`src/rtl/zc_pkg.sv`:
```
// zc_pkg: shared constants, state/kind enums and small decode helpers for the
// DM-RS base-sequence phase generator.
//   RECIP31       Q0.20 approximation of 1/31
//   state_t       top-level FSM states
//   kind_t        sequence family chosen from the latched length
//   phi_decode    2-bit phi table code -> signed phi
//   len_supported true for 6/12/18/24/30 and any length >= 36
package zc_pkg;

    localparam int                    RECIP_FRAC = 20;
    localparam logic [RECIP_FRAC-1:0] RECIP31    = 20'h08421;

    typedef enum logic [2:0] {
        S_IDLE,
        S_QCALC,
        S_SCALC,
        S_RUN,
        S_DONE
    } state_t;

    typedef enum logic [1:0] {
        K_TAB,
        K_L30,
        K_ZC
    } kind_t;

    function automatic logic signed [3:0] phi_decode(input logic [1:0] code);
        case (code)
            2'b00:   return 4'sd1;
            2'b01:   return 4'sd3;
            2'b10:   return -4'sd3;
            default: return -4'sd1;
        endcase
    endfunction

    function automatic logic len_supported(input int unsigned len);
        return (len == 6) || (len == 12) || (len == 18) || (len == 24) ||
               (len == 30) || (len >= 36);
    endfunction

endpackage

```
`src/rtl/zc_q_calc.sv`:
```
// zc_q_calc: registered ZC root q from group number u, base-sequence number v
// and N_zc.
//   qbar = N*(u+1)/31 in Q10.5 (truncated), q = round(qbar) +/- v, where the
//   sign of the v correction follows the parity of floor(2*qbar).
// Ports:
//   clk, reset  clock, synchronous active-high reset
//   i_en        load o_q this cycle
//   i_prime     N_zc
//   i_u, i_v    group / base-sequence number
//   o_q         registered q (one extra bit for the +v case)
module zc_q_calc
    import zc_pkg::*;
#(
    parameter int LEN_W = 10
) (
    input  logic             clk,
    input  logic             reset,
    input  logic             i_en,
    input  logic [LEN_W-1:0] i_prime,
    input  logic [4:0]       i_u,
    input  logic             i_v,
    output logic [LEN_W:0]   o_q
);
    localparam int PW = LEN_W + 6 + RECIP_FRAC;

    logic [5:0]       w_u1;
    logic [PW-1:0]    w_prod;
    logic [LEN_W+4:0] w_qbar;     // Q10.5
    logic [LEN_W+5:0] w_rsum;
    logic [LEN_W:0]   w_rnd;
    logic [LEN_W:0]   w_q;

    assign w_u1   = {1'b0, i_u} + 6'd1;
    assign w_prod = PW'(i_prime) * PW'(w_u1) * PW'(RECIP31);
    assign w_qbar = (LEN_W+5)'(w_prod >> (RECIP_FRAC - 5));
    assign w_rsum = {1'b0, w_qbar} + (LEN_W+6)'(16);
    assign w_rnd  = (LEN_W+1)'(w_rsum >> 5);
    // Half bit set means floor(2*qbar) is odd: subtract v instead of adding.
    assign w_q    = w_qbar[4] ? w_rnd - (LEN_W+1)'(i_v) : w_rnd + (LEN_W+1)'(i_v);

    always_ff @(posedge clk) begin
        if (reset)     o_q <= '0;
        else if (i_en) o_q <= w_q;
    end

endmodule

```
`src/rtl/zc_phase_gen.sv`:
```
// zc_phase_gen: DM-RS low-PAPR base-sequence phase generator with cyclic-shift
// ramp. One phase word per subcarrier index, valid/ready handshake out.
// Ports:
//   clk, reset         clock, synchronous active-high reset
//   start, abort       command pulse (IDLE only) / return to IDLE
//   mzc, u, v, prime,  configuration, latched on start
//   prime_rec, cs_step
//   phi_code           phi table code for the current idx (table lengths)
//   idx, phase, valid  output sample, ready is the downstream accept
//   busy, done, err    status; err pulses with done for unsupported lengths
module zc_phase_gen
    import zc_pkg::*;
#(
    parameter int LEN_W   = 10,
    parameter int PHASE_W = 15,
    parameter int STEP_W  = 26,
    parameter int REC_W   = 30
) (
    input  logic               clk,
    input  logic               reset,
    input  logic               start,
    input  logic               abort,
    input  logic [LEN_W-1:0]   mzc,
    input  logic [4:0]         u,
    input  logic               v,
    input  logic [LEN_W-1:0]   prime,
    input  logic [REC_W-1:0]   prime_rec,
    input  logic [PHASE_W-1:0] cs_step,
    input  logic [1:0]         phi_code,
    output logic [LEN_W-1:0]   idx,
    output logic [PHASE_W-1:0] phase,
    output logic               valid,
    input  logic               ready,
    output logic               busy,
    output logic               done,
    output logic               err
);
    localparam int SH  = REC_W - STEP_W;
    localparam int QPW = LEN_W + 1 + REC_W;
    localparam int RSH = STEP_W - PHASE_W;

    state_t             r_state, w_next;
    kind_t              r_kind;
    logic [LEN_W-1:0]   r_mzc, r_prime, r_idx;
    logic [4:0]         r_u;
    logic               r_v, r_err;
    logic [REC_W-1:0]   r_prime_rec;
    logic [PHASE_W-1:0] r_cs_step, r_cs, r_zc;
    logic [STEP_W-1:0]  r_inc, r_step;

    logic               w_latch, w_valid, w_done, w_hs, w_last, w_sup, w_qen;
    logic [LEN_W:0]     w_q;
    logic [5:0]         w_u1;
    logic [STEP_W-1:0]  w_inc, w_inc_zc, w_inc30, w_step_nx;
    logic [PHASE_W-1:0] w_zc_nx, w_phase_tab, w_phase;
    logic signed [3:0]  w_phi;

    // Step (fraction of a turn, Q0.STEP_W) rounded to a PHASE_W phase word.
    function automatic logic [PHASE_W-1:0] f_rnd(input logic [STEP_W-1:0] s);
        logic [STEP_W-1:0] t;
        t = s + (STEP_W'(1) << (RSH - 1));
        return PHASE_W'(t >> RSH);
    endfunction

    assign w_qen = (r_state == S_QCALC);

    zc_q_calc #(.LEN_W(LEN_W)) u_q_calc (
        .clk     (clk),
        .reset   (reset),
        .i_en    (w_qen),
        .i_prime (r_prime),
        .i_u     (r_u),
        .i_v     (r_v),
        .o_q     (w_q)
    );

    assign w_sup     = len_supported(32'(r_mzc));
    assign w_u1      = {1'b0, r_u} + 6'd1;
    assign w_inc_zc  = STEP_W'((QPW'(w_q) * QPW'(r_prime_rec) + (QPW'(1) << (SH - 1))) >> SH);
    assign w_inc30   = STEP_W'((STEP_W'(w_u1) * STEP_W'(RECIP31)) << (STEP_W - RECIP_FRAC));
    assign w_inc     = (r_mzc >= LEN_W'(36)) ? w_inc_zc : w_inc30;
    assign w_step_nx = r_step + r_inc;
    assign w_zc_nx   = r_zc + f_rnd(w_step_nx);

    // Table lengths: phase = cs + phi * 1/8 turn, phi taken straight from the input.
    assign w_phi       = phi_decode(phi_code);
    assign w_phase_tab = r_cs + ({{(PHASE_W-4){w_phi[3]}}, w_phi} << (PHASE_W - 3));
    assign w_phase     = (r_kind == K_TAB) ? w_phase_tab : r_cs - r_zc;

    assign w_last = (r_idx == r_mzc - LEN_W'(1));
    assign w_hs   = w_valid & ready;

    always_comb begin
        w_next  = r_state;
        w_latch = 1'b0;
        w_valid = 1'b0;
        w_done  = 1'b0;
        case (r_state)
            S_IDLE:  if (start) begin
                         w_next  = S_QCALC;
                         w_latch = 1'b1;
                     end
            S_QCALC: w_next = S_SCALC;
            S_SCALC: w_next = w_sup ? S_RUN : S_DONE;
            S_RUN:   begin
                         w_valid = 1'b1;
                         if (ready && w_last) w_next = S_DONE;
                     end
            S_DONE:  begin
                         w_done = 1'b1;
                         w_next = S_IDLE;
                     end
            default: w_next = S_IDLE;
        endcase
        if (abort) begin
            w_next  = S_IDLE;
            w_latch = 1'b0;
        end
    end

    always_ff @(posedge clk) begin
        if (reset) r_state <= S_IDLE;
        else       r_state <= w_next;
    end

    always_ff @(posedge clk) begin
        if (reset) begin
            r_mzc       <= '0;
            r_prime     <= '0;
            r_u         <= '0;
            r_v         <= 1'b0;
            r_prime_rec <= '0;
            r_cs_step   <= '0;
            r_kind      <= K_TAB;
            r_err       <= 1'b0;
            r_inc       <= '0;
            r_idx       <= '0;
            r_step      <= '0;
            r_zc        <= '0;
            r_cs        <= '0;
        end else begin
            if (w_latch) begin
                r_mzc       <= mzc;
                r_prime     <= prime;
                r_u         <= u;
                r_v         <= v;
                r_prime_rec <= prime_rec;
                r_cs_step   <= cs_step;
                r_err       <= 1'b0;
            end
            if (r_state == S_SCALC) begin
                r_inc <= w_inc;
                r_err <= !w_sup;
                r_idx <= '0;
                r_cs  <= '0;
                if (r_mzc >= LEN_W'(36)) begin
                    r_kind <= K_ZC;
                    r_step <= '0;
                    r_zc   <= '0;
                end else if (r_mzc == LEN_W'(30)) begin
                    // Length 30 starts one step in: index 0 already carries inc.
                    r_kind <= K_L30;
                    r_step <= w_inc30;
                    r_zc   <= f_rnd(w_inc30);
                end else begin
                    r_kind <= K_TAB;
                    r_step <= '0;
                    r_zc   <= '0;
                end
            end else if (w_hs) begin
                if (w_last) begin
                    r_idx  <= '0;
                    r_cs   <= '0;
                    r_step <= '0;
                    r_zc   <= '0;
                end else begin
                    r_idx <= r_idx + LEN_W'(1);
                    r_cs  <= r_cs + r_cs_step;
                    // Cyclic extension: the ZC sequence restarts at n = N_zc.
                    if (r_kind == K_ZC && (r_idx + LEN_W'(1)) == r_prime) begin
                        r_step <= '0;
                        r_zc   <= '0;
                    end else begin
                        r_step <= w_step_nx;
                        r_zc   <= w_zc_nx;
                    end
                end
            end
            if (abort) begin
                r_idx  <= '0;
                r_cs   <= '0;
                r_step <= '0;
                r_zc   <= '0;
            end
        end
    end

    assign idx   = r_idx;
    assign phase = (r_state == S_RUN) ? w_phase : '0;
    assign valid = w_valid;
    assign busy  = (r_state != S_IDLE);
    assign done  = w_done;
    assign err   = w_done & r_err;

endmodule

```
`config.mk`:
```
export PLATFORM = sky130hd
export DESIGN_NAME = zc_phase_gen
export DESIGN_NICKNAME = d
export VERILOG_FILES = /design/src/rtl/zc_pkg.sv /design/src/rtl/zc_q_calc.sv /design/src/rtl/zc_phase_gen.sv
export SDC_FILE = /design/constraint.sdc
export NUM_CORES = 1
export LEC_CHECK = 0
export ABC_AREA = 1
export BUFFER_PORTS_ARGS = -buffer_cell sky130_fd_sc_hd__buf_2
export CAP_MARGIN = 15
export CORE_MARGIN = 8
export CORE_UTILIZATION = 65
export CTS_BUF_LIST = sky130_fd_sc_hd__clkbuf_8
export DETAILED_ROUTE_END_ITERATION = 10
export PLACE_DENSITY_LB_ADDON = 0.2
export REMOVE_ABC_BUFFERS = 1
export SYNTH_ARGS = -nofsm -noshare
export SYNTH_HDL_FRONTEND = slang
export SYNTH_HIERARCHICAL = 1
export SYNTH_SLANG_ARGS = --single-unit
```
`constraint.sdc`:
```
create_clock -name clk -period 9.35 [get_ports clk]
set_input_delay 0.4675 -clock clk [delete_from_list [all_inputs] [get_ports clk]]
set_output_delay 0.4675 -clock clk [all_outputs]
set_load 0.005 [all_outputs]
```
* Yosys cells after proc, flatten, opt, wreduce, memory -nomap -nowiden *
Cells that the tools add are included.

word-level totals
  register bits after elaboration = 180

operators by class
  bitwise operators = 2
  $add $sub $neg = 14
  multiply operators = 4
  order comparisons = 2
  muxes and demuxes = 32
  equal/unequal tests = 16
  reduce and logical (&&, ||, !) cells = 17

operator list
  operator                number
  $mux 26                 7
  $mux 15                 9
  $add 26x11->26 const B  2
  $add 15x15->15          3
  $add 30x4->30 const B   1
  $eq 10x5->1 const B     3
  $mul 11x30->30          1
  $mul 16x16->30 const B  1
  $add 26x26->26          1
  $eq 10x10->1            2
  $ge 10x6->1 const B     2
  $mul 6x16->20 const B   1
  $add 15x5->16 const B   1
  $mul 10x6->16           1
  $sub 15x15->15          1
  $pmux 3 s4              1
  $add 11x1->11           1
  $mux 11                 1
  $sub 11x1->11           1
  $add 10x1->10 const B   1
  $eq 10x3->1 const B     1
  $eq 10x4->1 const B     1
  $mux 10                 1
  $sub 10x1->10 const B   1
  other kinds (22)        42

* Depth between registers and ports, before layout *
  depth in word-level cells = 8
  gate-level depth with buffers = 56
  gate-level depth less buffers = 56

* By module *
Netlist, hierarchy kept.

by module, submodules not included
  module        area an instance (µm²)  cells an instance  instances
  zc_phase_gen  20266.9                 2963               1
  zc_q_calc     5392.7                  817                1

* Worst setup path before layout *
Ideal clock, no wire load.

  path type = register to register
  start point = reg r_u[0]
  end point = reg u_q_calc.o_q[10]
  data required time = 9.241 ns
  arrival time = 8.422 ns
  clock period less this slack = 8.531 ns
  stages on the path, launching flop included = 45
  library setup time = 0.109 ns
  slack = 0.819 ns
  buffers on the path = 0
  cells stage by stage = dfxtp_1 > ha_1 > xnor2_1 > nor2_1 > fa_1 > inv_1 > fa_1 > fa_1 > inv_1 > ha_1 > a21oi_1 > nand2_1 > a31o_2 > xor2_1 > ha_1 > ha_1 > fa_1 > ha_1 > [9 not listed] > ha_1 > nand3_1 > nor2_8 > nand2_2 > nor2_2 > xnor2_1 > inv_1 > ha_1 > nand2_1 > nor3_1 > nand3_1 > o2111ai_1 > xor2_1 > inv_1 > nand2_1 > nand3_1 > nand2_1 > inv_1

on the way
  longest elaborated chain between the ends = 6

ends and longest elaborated chain
  what                                                   line                 source
  from (decl)                                            zc_phase_gen.sv:45   logic [4:0] r_u;
  from (signal assigned)                                 zc_phase_gen.sv:145  r_u <= u;
  $add 5x1->6 *                                          zc_q_calc.sv:33      assign w_u1 = {1'b0, i_u} + 6'd1;
  $mul 10x6->16 *                                        zc_q_calc.sv:34      assign w_prod = PW'(i_prime) * PW'(w_u1) * PW'(RECIP31);
  $mul 16x16->30 *                                       zc_q_calc.sv:34
  $add 15x5->16                                          zc_q_calc.sv:36      assign w_rsum = {1'b0, w_qbar} + (LEN_W+6)'(16);
  $add 11x1->11 / $sub 11x1->11 (equally long branches)  zc_q_calc.sv:39      assign w_q = w_qbar[4] ? w_rnd - (LEN_W+1)'(i_v) : w_rnd + (LEN_W+1)'(i_v);
  $mux 11 *                                              zc_q_calc.sv:39
  to (signal assigned)                                   zc_q_calc.sv:43      else if (i_en) o_q <= w_q;
  to (decl)                                              zc_q_calc.sv:22      output logic [LEN_W:0] o_q

Mark *: on every way between the ends. The rest lies on a longest branch, timed or not.
A chain may end at the register's enable or synchronous reset.

* Worst setup path in the final report *
Ends and elaborated chain as after synthesis.

==> results.md <==
- Routability-driven placement finished with a final weighted congestion of 0.970.
- The setup path with the least slack is of type register to register.
- The synthesized netlist occupies a cell area of 25,700 um2.
- The highest attainable clock frequency is 113 MHz.
- The share of the yosys chip area belonging to registers is 0.140.
- The average instance in the mapped netlist occupies 6.79 um2.
- The total wire length is 67.0 mm.
- The initial standard-cell utilization of the core is 0.661.
- The row count is 72.
- The worst register-to-register path has a depth of 48.
- In this run the most critical hold path is launched from mzc[6].
- Sorting the synthesized cells by area gives the leading types as sky130_fd_sc_hd__fa_1, sky130_fd_sc_hd__dfxtp_1, sky130_fd_sc_hd__nand2_1, sky130_fd_sc_hd__ha_1, sky130_fd_sc_hd__inv_1.
- At the pin with the least slew margin, the transition time is 1.14 ns.
- The count of final max-slew check failures is 0.
- Along the worst path, the maximum fanout reaches 15.
- Power spread over the standard cell area amounts to 89.5 nW/um2.
- The peak ir drop on the vdd network is 0.000120 V.
- Measured along the x axis, the die boundary spans 215 um.
- The category of the worst setup path capture point is a register.
- The register-to-register setup slack is 0.47 ns.
- The clock latency reported for the late side of the worst-skew pair is 0.56 ns.
- Max-cap violations in this run came to 0.
- The initial antenna violation count was 1.
- The global-route wire length before repair is 113 mm.
- The worst hold path terminates at r_mzc[6]$_SDFFE_PP0P_.
- The number of levels in the clock H-tree is 4.
- Summing internal, switching and leakage power gives 2.42 mW.
- In this run the remaining antenna-violating nets after routing total 0.
- In the global route stage, overall resource usage came out at 0.293.
- On the critical path, the stage with the largest delay is an instance of sky130_fd_sc_hd__fa_1.
- The die area is 46,100 um2.
- The clock net in this run drives a total of 180 sinks.
- The depth of the worst hold-timing path is 3.
- Setup violations remaining at the end of the flow were counted as 0.
- The total area inside the core boundary comes to 38,800 um2.
- The final critical delay including setup and external delays is 8.88 ns.
- The number of instances in the synthesized netlist is 3,780.
- The number of buffer cells added on primary ports is 106.
- Pin placement for this block handled 107 I/O pins.
- The first TritonRoute pass finished after 6 iterations.
- The largest net degree at the start of global routing is 85.
- The clock-pin slew on the worst setup and hold paths is 0.12 ns.
- The analysis attributes to cell leakage a power of 14.7 nW.
- The data required time of the worst path is 9.81 ns.
- Among all flip-flop cells after synthesis, the most frequent one is sky130_fd_sc_hd__dfxtp_1.
- The average wire per cell in the routed design is 15.4 um.
- The clock arrives with 0.0200 ns of skew.
- The type of origin of the critical path is a register.
- In this run, the number of DRC markers left after iteration 0 of detailed routing was 1,894.
- After detailed routing, the number of remaining DRC violations is 0.
- The layout-stage area growth over the synthesis result is 5.54%.
- The share of the synthesized area in the top cell type is 0.191.
- In the layout the commonest cells are sky130_fd_sc_hd__nand2_1, sky130_fd_sc_hd__inv_1, sky130_fd_sc_hd__nor2_1, sky130_fd_sc_hd__a21oi_1, sky130_fd_sc_hd__fa_1.
- The startpoint of the lowest-slack register-to-register path is r_u[0]$_SDFFE_PP0P_.
- In the final design database the tool counted 4,377 nets.
- The aggregate negative setup slack is 0 ns.
- The number of fill cells is 3,450.
- The largest stage delay on the critical path is 0.50 ns.
- After detailed routing, the number of vias per cell comes to 5.49.
- The via count is 23,900.
- The cell at the root of the clock tree is sky130_fd_sc_hd__clkbuf_8.
- The Yosys step of the flow raised 6 warnings.
- Counting flops with an async set or reset pin after synthesis yields a share of 0.
- Hold repair after CTS inserted 0 buffers.
- The final hold violation count came to 0.
- Measured along the y axis, the die boundary spans 215 um.
- Of the available clock period, the critical path in the final layout requires 0.949.
- Of the cells placed in the final design, the portion with a size suffix greater than 1 is 0.0789.
- The count of flip-flops with a built-in enable after synthesis is 0.
- The library cell used most frequently in the layout, excluding fill and tap cells, is sky130_fd_sc_hd__nand2_1.
- After legalization and detailed placement, the total HPWL measured 53.3 mm.
- The number of distinct library cells after synthesis is 64.
- The worst relative slew slack is 0.233.
- The cell taking the most area after synthesis is sky130_fd_sc_hd__fa_1.
- The cell occurring most often along the worst timing path is sky130_fd_sc_hd__inv_1.
- The number of global-route vias before repair is 23,400.
- The worst endpoint data arrival time is 9.33 ns.
- In this run, CTS created clock tree buffers numbering 17.
- The worst hold path class is primary input to register.
- The synthesized design contains 180 register bits.
- The endpoint identified for the worst register-to-register timing path is u_q_calc/o_q[10]$_SDFFE_PP0P_.
- The total overflow reported by the global router is 0.
- The deepest clock path buffer count is 2.
- TritonCTS built the clock tree.
- The flow ran to the end, and the final reports show no timing, DRC or antenna violations.
- The final cell utilization of the core is 0.698.
-- power breakdown --
group / leakage (nW) / switching, mW / total (mW) / internal [mW]
Combinational: 13.0 / 0.646 / 1.01 / 0.360
Clock: 0.201 / 0.359 / 0.559 / 0.200
Sequential: 1.47 / 0.0610 / 0.860 / 0.799
-- worst max path at each step --
stage,from,end,cells past startpoint
floorplan,r_u[0]$_SDFFE_PP0P_,u_q_calc/o_q[10]$_SDFFE_PP0P_,44
CTS,r_u[1]$_SDFFE_PP0P_,u_q_calc/o_q[10]$_SDFFE_PP0P_,46
global route,r_u[0]$_SDFFE_PP0P_,u_q_calc/o_q[10]$_SDFFE_PP0P_,50
finish,r_u[0]$_SDFFE_PP0P_,u_q_calc/o_q[10]$_SDFFE_PP0P_,48
detailed placement,r_u[1]$_SDFFE_PP0P_,u_q_calc/o_q[10]$_SDFFE_PP0P_,46
global placement,r_u[1]$_SDFFE_PP0P_,u_q_calc/o_q[10]$_SDFFE_PP0P_,46
-- timing repair --
action	CTS	global route
gates resized for setup	0	25
endpoints found under the setup margin	0	7
setup buffers	0	1
-- routing by layer --
layer / global-route usage / vias to the layer above / routed length, um
met2: 0.493 / 777 / 31600
met3: 0.0449 / 118 / 4330
met1: 0.381 / 11200 / 29200
li1: - / 11800 / -
met5: 0 / - / 0
met4: 0.0980 / 0 / 1910
-- synthesized netlist by cell type, types with 3 or more instances --
| cell | count |
|---|---|
| sky130_fd_sc_hd__nand2_1 | 882 |
| sky130_fd_sc_hd__inv_1 | 772 |
| sky130_fd_sc_hd__nor2_1 | 326 |
| sky130_fd_sc_hd__a21oi_1 | 251 |
| sky130_fd_sc_hd__fa_1 | 245 |
| sky130_fd_sc_hd__ha_1 | 238 |
| sky130_fd_sc_hd__o21ai_0 | 195 |
| sky130_fd_sc_hd__dfxtp_1 | 180 |
| sky130_fd_sc_hd__nand3_1 | 128 |
| sky130_fd_sc_hd__clkbuf_1 | 91 |
| sky130_fd_sc_hd__xor2_1 | 83 |
| sky130_fd_sc_hd__xnor2_1 | 35 |
| sky130_fd_sc_hd__nand2_2 | 31 |
| sky130_fd_sc_hd__nand4_1 | 30 |
| sky130_fd_sc_hd__nor3_1 | 26 |
| sky130_fd_sc_hd__o21bai_1 | 26 |
| sky130_fd_sc_hd__a31oi_1 | 25 |
| sky130_fd_sc_hd__nor2_2 | 18 |
| sky130_fd_sc_hd__or2_2 | 15 |
| sky130_fd_sc_hd__nand3b_1 | 13 |
| sky130_fd_sc_hd__a21o_1 | 11 |
| sky130_fd_sc_hd__inv_2 | 11 |
| sky130_fd_sc_hd__nand3_2 | 11 |
| sky130_fd_sc_hd__and2_1 | 10 |
| sky130_fd_sc_hd__nor2_4 | 9 |
| sky130_fd_sc_hd__o211ai_1 | 9 |
| sky130_fd_sc_hd__buf_1 | 8 |
| sky130_fd_sc_hd__o21ai_1 | 8 |
| sky130_fd_sc_hd__buf_2 | 7 |
| sky130_fd_sc_hd__o221ai_1 | 6 |
| sky130_fd_sc_hd__a211oi_1 | 5 |
| sky130_fd_sc_hd__a22oi_1 | 5 |
| sky130_fd_sc_hd__o21a_1 | 5 |
| sky130_fd_sc_hd__o31ai_1 | 5 |
| sky130_fd_sc_hd__a21oi_2 | 4 |
| sky130_fd_sc_hd__a31o_2 | 4 |
| sky130_fd_sc_hd__nor4_1 | 4 |
| sky130_fd_sc_hd__o2111ai_1 | 4 |
| sky130_fd_sc_hd__o22ai_1 | 4 |
| sky130_fd_sc_hd__a22o_1 | 3 |
| sky130_fd_sc_hd__and3_1 | 3 |
| sky130_fd_sc_hd__buf_6 | 3 |
| sky130_fd_sc_hd__clkinv_1 | 3 |
-- flip-flops by register name, summed over array words and instances, names as in the netlist, 5 cells and up --
signal,flops
r_prime_rec,30
r_step,26
u_q_calc/o_q,11
r_inc,26
r_mzc,10
r_u,5
r_cs,15
r_cs_step,15
idx,10
r_prime,10
r_zc,15
-- kinds of logic after synthesis --
| family | count (synthesis) | synth area share |
|---|---|---|
| other | 1 | 0.000146 |
| buffers and inverters | 898 | 0.133 |
| DFF | 180 | 0.140 |
| adders and majority gates | 483 | 0.307 |
| xor gates and xnor gates | 121 | 0.0422 |
| AOI/OAI and AO/OA | 578 | 0.125 |
| and+or+nand+nor | 1519 | 0.252 |
-- worst max-delay path: cells and delay by family, from the launching register on --
kind,cells,cell delay (ns)
AO/OA/AOI/OAI,4,0.58
XOR/XNOR,3,0.53
adder cells (fa/ha/maj),12,4.31
buffers and inverters,9,0.70
flip-flops,1,0.39
AND/OR/NAND/NOR,20,2.24
-- per-stage QoR --
stage          instances  setup slack (ns)  hold slack, ns  instance area (um2)
6_report            4349             0.473           0.148                27100
5_1_grt             4348           -0.0479           0.153                27100
4_1_cts             4345            0.0256           0.112                26900
3_5_place_dp        4313             0.101           0.465                26500
3_3_place_gp        4313             0.265           0.460                26500
2_1_floorplan       3668             0.668           0.444                25200
-- final cells by class --
type | count | area (um2) | area share
Antenna cell | 2 | 5.00 | 0.000185
Clock buffer | 17 | 234 | 0.00864
Clock inverter | 15 | 165 | 0.00610
Inverter | 786 | 2950 | 0.109
Multi-Input combinational cell | 2702 | 18700 | 0.692
Sequential cell | 180 | 3610 | 0.133
Tap cell | 518 | 648 | 0.0239
Timing Repair Buffer | 129 | 727 | 0.0268
No activity file was read; power rests on OpenSTA's default activity.
